## src/rtl/pq_arbiter.sv

```systemverilog
// Round-robin arbiter sharing one priority_queue between N_REQ requesters.
// One queue operation is outstanding at a time; pop results return to the granted requester.
module pq_arbiter #(
  parameter int unsigned DATA_LENGTH = 32,
  parameter int unsigned N_REQ       = 4,
  parameter int unsigned RD_TIMEOUT  = 15
) (
  input  logic                         CLK,
  input  logic                         RST,
  input  logic [N_REQ-1:0]             req_valid,
  input  logic [N_REQ-1:0]             req_write,
  input  logic [N_REQ*DATA_LENGTH-1:0] req_data,
  output logic [N_REQ-1:0]             req_ready,
  output logic [N_REQ-1:0]             rsp_valid,
  output logic [DATA_LENGTH-1:0]       rsp_data,
  output logic                         rsp_err,
  output logic                         q_write,
  output logic                         q_valid,
  output logic [DATA_LENGTH-1:0]       q_data,
  input  logic                         q_full,
  input  logic                         q_empty,
  input  logic                         q_rvalid,
  input  logic [DATA_LENGTH-1:0]       q_rdata,
  output logic                         busy
);

  localparam int unsigned PtrW = (N_REQ > 1) ? $clog2(N_REQ) : 1;
  localparam logic [7:0] TimeoutLast = 8'(RD_TIMEOUT - 1);

  typedef enum logic [1:0] {StIdle, StIssue, StWait} state_e;

  state_e                 state_q, state_d;
  logic [PtrW-1:0]        rr_ptr_q, rr_ptr_d;
  logic [PtrW-1:0]        gnt_q, gnt_d;
  logic                   op_q, op_d;
  logic [DATA_LENGTH-1:0] data_q, data_d;
  logic [7:0]             cnt_q, cnt_d;

  logic [N_REQ-1:0]       rsp_valid_q, rsp_valid_d;
  logic [DATA_LENGTH-1:0] rsp_data_q, rsp_data_d;
  logic                   rsp_err_q, rsp_err_d;
  logic                   q_write_q, q_write_d;
  logic                   q_valid_q, q_valid_d;
  logic [DATA_LENGTH-1:0] q_data_q, q_data_d;
  logic                   busy_q, busy_d;

  logic [N_REQ-1:0]       elig;
  logic                   gnt_found;
  logic [PtrW-1:0]        gnt_idx;
  logic [PtrW-1:0]        cand;

  always_comb begin
    for (int unsigned k = 0; k < N_REQ; k++) begin
      elig[k] = req_valid[k] & (req_write[k] ? ~q_full : ~q_empty);
    end
  end

  // First eligible requester after rr_ptr, wrapping around.
  always_comb begin
    gnt_found = 1'b0;
    gnt_idx   = '0;
    cand      = '0;
    for (int unsigned i = 1; i <= N_REQ; i++) begin
      cand = PtrW'((32'(rr_ptr_q) + i) % N_REQ);
      if (!gnt_found && elig[cand]) begin
        gnt_found = 1'b1;
        gnt_idx   = cand;
      end
    end
  end

  always_comb begin
    state_d     = state_q;
    rr_ptr_d    = rr_ptr_q;
    gnt_d       = gnt_q;
    op_d        = op_q;
    data_d      = data_q;
    cnt_d       = cnt_q;
    req_ready   = '0;
    rsp_valid_d = '0;
    rsp_data_d  = '0;
    rsp_err_d   = 1'b0;
    q_write_d   = 1'b0;
    q_valid_d   = 1'b0;
    q_data_d    = '0;

    unique case (state_q)
      StIdle: begin
        if (gnt_found) begin
          req_ready[gnt_idx] = ~RST;
          gnt_d     = gnt_idx;
          op_d      = req_write[gnt_idx];
          data_d    = op_d ? req_data[32'(gnt_idx) * DATA_LENGTH +: DATA_LENGTH] : '0;
          rr_ptr_d  = gnt_idx;
          q_valid_d = 1'b1;
          q_write_d = op_d;
          q_data_d  = data_d;
          state_d   = StIssue;
        end
      end
      StIssue: begin
        cnt_d   = '0;
        state_d = op_q ? StIdle : StWait;
      end
      StWait: begin
        cnt_d = cnt_q + 8'd1;
        if (q_rvalid) begin
          rsp_valid_d[gnt_q] = 1'b1;
          rsp_data_d         = q_rdata;
          state_d            = StIdle;
        end else if (cnt_q == TimeoutLast) begin
          rsp_valid_d[gnt_q] = 1'b1;
          rsp_err_d          = 1'b1;
          state_d            = StIdle;
        end
      end
      default: state_d = StIdle;
    endcase

    busy_d = (state_d != StIdle);
  end

  always_ff @(posedge CLK or posedge RST) begin
    if (RST) begin
      state_q     <= StIdle;
      rr_ptr_q    <= PtrW'(N_REQ - 1);
      gnt_q       <= '0;
      op_q        <= 1'b0;
      data_q      <= '0;
      cnt_q       <= '0;
      rsp_valid_q <= '0;
      rsp_data_q  <= '0;
      rsp_err_q   <= 1'b0;
      q_write_q   <= 1'b0;
      q_valid_q   <= 1'b0;
      q_data_q    <= '0;
      busy_q      <= 1'b0;
    end else begin
      state_q     <= state_d;
      rr_ptr_q    <= rr_ptr_d;
      gnt_q       <= gnt_d;
      op_q        <= op_d;
      data_q      <= data_d;
      cnt_q       <= cnt_d;
      rsp_valid_q <= rsp_valid_d;
      rsp_data_q  <= rsp_data_d;
      rsp_err_q   <= rsp_err_d;
      q_write_q   <= q_write_d;
      q_valid_q   <= q_valid_d;
      q_data_q    <= q_data_d;
      busy_q      <= busy_d;
    end
  end

  assign rsp_valid = rsp_valid_q;
  assign rsp_data  = rsp_data_q;
  assign rsp_err   = rsp_err_q;
  assign q_write   = q_write_q;
  assign q_valid   = q_valid_q;
  assign q_data    = q_data_q;
  assign busy      = busy_q;

endmodule

```

## config.mk

```make
export PLATFORM = sky130hd
export DESIGN_NAME = pq_arbiter
export DESIGN_NICKNAME = d
export VERILOG_FILES = /design/src/rtl/pq_arbiter.sv
export SDC_FILE = /design/constraint.sdc
export NUM_CORES = 1
export LEC_CHECK = 0
export CAP_MARGIN = 40
export CORE_ASPECT_RATIO = 0.5
export CORE_MARGIN = 1.5
export CORE_UTILIZATION = 40
export DETAILED_ROUTE_END_ITERATION = 12
export GPL_TIMING_DRIVEN = 0
export PLACE_DENSITY_LB_ADDON = 0.2
export SLEW_MARGIN = 20
export SYNTH_ARGS = -nofsm -noshare
export SYNTH_HDL_FRONTEND = slang
export SYNTH_SLANG_ARGS = --single-unit
```

## constraint.sdc

```tcl
create_clock -name CLK -period 6.38 [get_ports CLK]
set_clock_uncertainty 0.2 [all_clocks]
set_input_delay 0.638 -clock CLK [delete_from_list [all_inputs] [get_ports CLK]]
set_output_delay 0.638 -clock CLK [all_outputs]
set_load 0.1 [all_outputs]
```

==> impl_metrics.yaml <==
clock_tree:
  cts_hold_buf: 0
  clockRootBuffer: "clkbuf_16"
  ctsHtreeMaxLevel: 3
  clock_latency_ns: 0.35
  cts_tree: "done"
  cts_made_buffers: 9
  cts.sinks: 87
  cts_buffer_depth: 2
  cts_resized: 0
  postCtsSetupBuffers: 0
  path_clk_slew_ns: 0.06
logic_synthesis:
  syn-cell-area_um2: 4090
  ys_ff_latch: 87
  yosysTopAreaCellShare_pct: 52.0
  yosys_most_used_dff: "dfrtp_1"
  synth_edf_count: 0
  synthesis.nets: 553
  synth_cells: 374
  yosysSeqAreaShare_pct: 53.3
  synthTopCellsByArea: "dfrtp_1, a222oi_1, a21oi_2, and3_1, nand2_1"
  yosys_warnings: 0
  synth.distinct_cells: 52
  syn_avg_cell_area_um2: 10.9
  ys_async_sr_fraction_pct: 100
  synth_top_area_cell: "dfrtp_1"
die:
  rows: 25
  start_util_pct: 42.2
  ioPinCount: 249
  dieArea_um2: 10900
  core-area_um2: 9700
  die_h_um: 74.5
  fp.dieW_um: 146
grt:
  grt_pass1_wl_um: 26700
  grtUsageTotal_pct: 32.7
  grt_max_degree: 60
  antenna_found_initial: 0
  first_global_vias: 5113
  grt_overflow: 0
sta:
  finalHoldViolCount: 0
  setup_ws_ns: 1.74
  setup_viol: 0
  max_freq_ghz: 0.215
  slew_violations: 0
  relSlewSlack_pct: 63.0
  rsz0062_at_grt: "false"
  post-route-min-period_ns: 4.64
  tns_ns: 0
  min_period_over_period_pct: 72.8
  tightest_slew_ns: 0.555
setup_path:
  crit_family: "buffers and inverters"
  start_kind: "primary input"
  cp_slowest_cell: "clkdlybuf4s50_1"
  critPathMostFrequentCell: "clkdlybuf4s50_1"
  cp_max_fo: 10
  slowest_delay_ns: 0.64
  setup.worst_path.end_class: "primary output"
  worstPathCellList: "clkdlybuf4s50_1, mux2i_1, a221oi_1, a31oi_1, nor2_1, clkbuf_1, and3_1, clkdlybuf4s50_1, buf_16"
  path_buf_inv: 4
  r2r_cells: 8
  worstPathArrival_ns: 3.81
  crit_type: "in -> out"
  required_ns: 5.54
  cp.depth: 9
detailed_routing:
  ant_nets: 0
  drt_wl_total_um: 17500
  routedWlPerCell_um: 20.6
  drt-initial-drc-count: 397
  vias_per_cell: 5.49
  first_pass_iters: 9
  vias: 4665
  drt_drc_violations_left: 0
placement:
  place.detailed.instances: 834
  portBuffers: 248
  dp_hpwl_um: 13300
  gp_congestion: 0.842
  pre_cts_ws_ns: 1.86
finish:
  layout_commonest_cell: "clkdlybuf4s50_1"
  final_cell_mix: "clkdlybuf4s50_1, dfrtp_1, buf_8"
  syn_to_final_growth_pct: 109
  seqCellArea_um2: 2180
  fillers: 442
  nNetsFinal: 889
  layout-drive-gt1-share_pct: 20.8
  utilization_pct: 88.2
  multiInputGateArea_um2: 1750
  stdcell_count: 850
  antennaDiodeCount: 0
job:
  cap_violations: 0
power_and_ir_drop:
  p_switching_w: 0.00118
  clock_power_share_pct: 21.8
  leakagePower_nw: 3.76
  power.internal_w: 0.00159
  p_sw_share_pct: 42.5
  comb_power_share_pct: 53.2
  power_density_nw_per_um2: 324
  ir_drop_uv: 189
  p_seq_share_pct: 25.0
worst_hold_path:
  hold_class: "reg -> reg"
  hold_depth: 1
run_status:
  status: "finished clean"
-- final timing paths --
path                                    startpoint                       to  slack, ns
setup / recovery                           q_empty             req_ready[3]       1.74
hold reg to reg               gnt_q[1]$_DFFE_PP0P_   rsp_valid[1]$_DFF_PP0_       0.28
setup reg to reg           rr_ptr_q[1]$_DFFE_PP1P_      q_data[9]$_DFF_PP0_       3.50
hold / removal                gnt_q[1]$_DFFE_PP0P_   rsp_valid[1]$_DFF_PP0_       0.28
max in group asynchronous                      RST  rr_ptr_q[0]$_DFFE_PP1P_       4.86
min in group asynchronous                      RST    rsp_data[8]$_DFF_PP0_       0.45
-- cells by family after synthesis --
logic type                 share of synthesized area [%]
AOI/OAI and AO/OA                                   21.2
and+or+nand+nor                                     17.3
muxes                                               1.96
xor gates and xnor gates                           0.429
buffers and inverters                               3.98
DFF                                                 53.3
adders and majority gates                           1.84
-- final cells by class --
class | count | share of cell area (%)
timing repair buffer | 325 | 46.2
multi-input combinational | 252 | 20.4
tap | 135 | 1.98
clock inverter | 5 | 1.02
clock buffer | 11 | 2.96
sequential | 87 | 25.5
inverter | 11 | 0.512
buffer | 24 | 1.42
-- synth_stat cells (2+ instances only) --
master and instances:
buf_2 7, nor2b_1 3, ha_1 6, xor2_1 2
nand3_1 9, mux2i_1 3, nand2_2 2, dfstp_2 2
nor2_1 14, clkbuf_1 14, a222oi_1 32, buf_6 3
nor3_1 2, mux2i_2 2, or3_1 2, and3_1 38
mux2_2 2, nand2_1 51, o21ai_0 8, a221oi_1 2
inv_1 9, dfrtp_1 85, a21oi_2 28, a21oi_1 12
a21o_1 2, or2_1 2, o31ai_1 2, nor3b_1 2
nand2b_1 4, inv_2 2
-- registers in the layout, indices dropped and copies added (netlist names), 2 cells and up --
register and cells:
state_q 2, rr_ptr_q 2, gnt_q 2, rsp_data 32
cnt_q 8, rsp_valid 4, q_data 32
-- stage by stage --
step                power (W)  hold slack (ns)  area [um^2]
global placement      0.00183            0.255         6740
detailed placement    0.00215            0.274         8210
floorplan             0.00150            0.237         4090
global route          0.00286            0.311         8550
finish                0.00277            0.280         8550
CTS                   0.00277            0.281         8550
-- power by group through the flow --
stage / combinational [W] / clock, W / sequential, W
3_5_place_dp: 0.00145 / 0 / 0.000699
4_1_cts: 0.00147 / 0.000604 / 0.000692
6_report: 0.00147 / 0.000604 / 0.000692
5_1_grt: 0.00153 / 0.000628 / 0.000701
3_3_place_gp: 0.00113 / 0 / 0.000693
2_1_floorplan: 0.000362 / 0 / 0.00113
-- routing by layer --
layer	vias up	wire length (um)	global-route usage [%]
met5	-	0	0
met3	58	1040	8.10
met4	0	724	15.4
met1	2317	6170	31.8
met2	223	9600	67.3
li1	2067	-	-
Power figures use the tool's default switching activity.
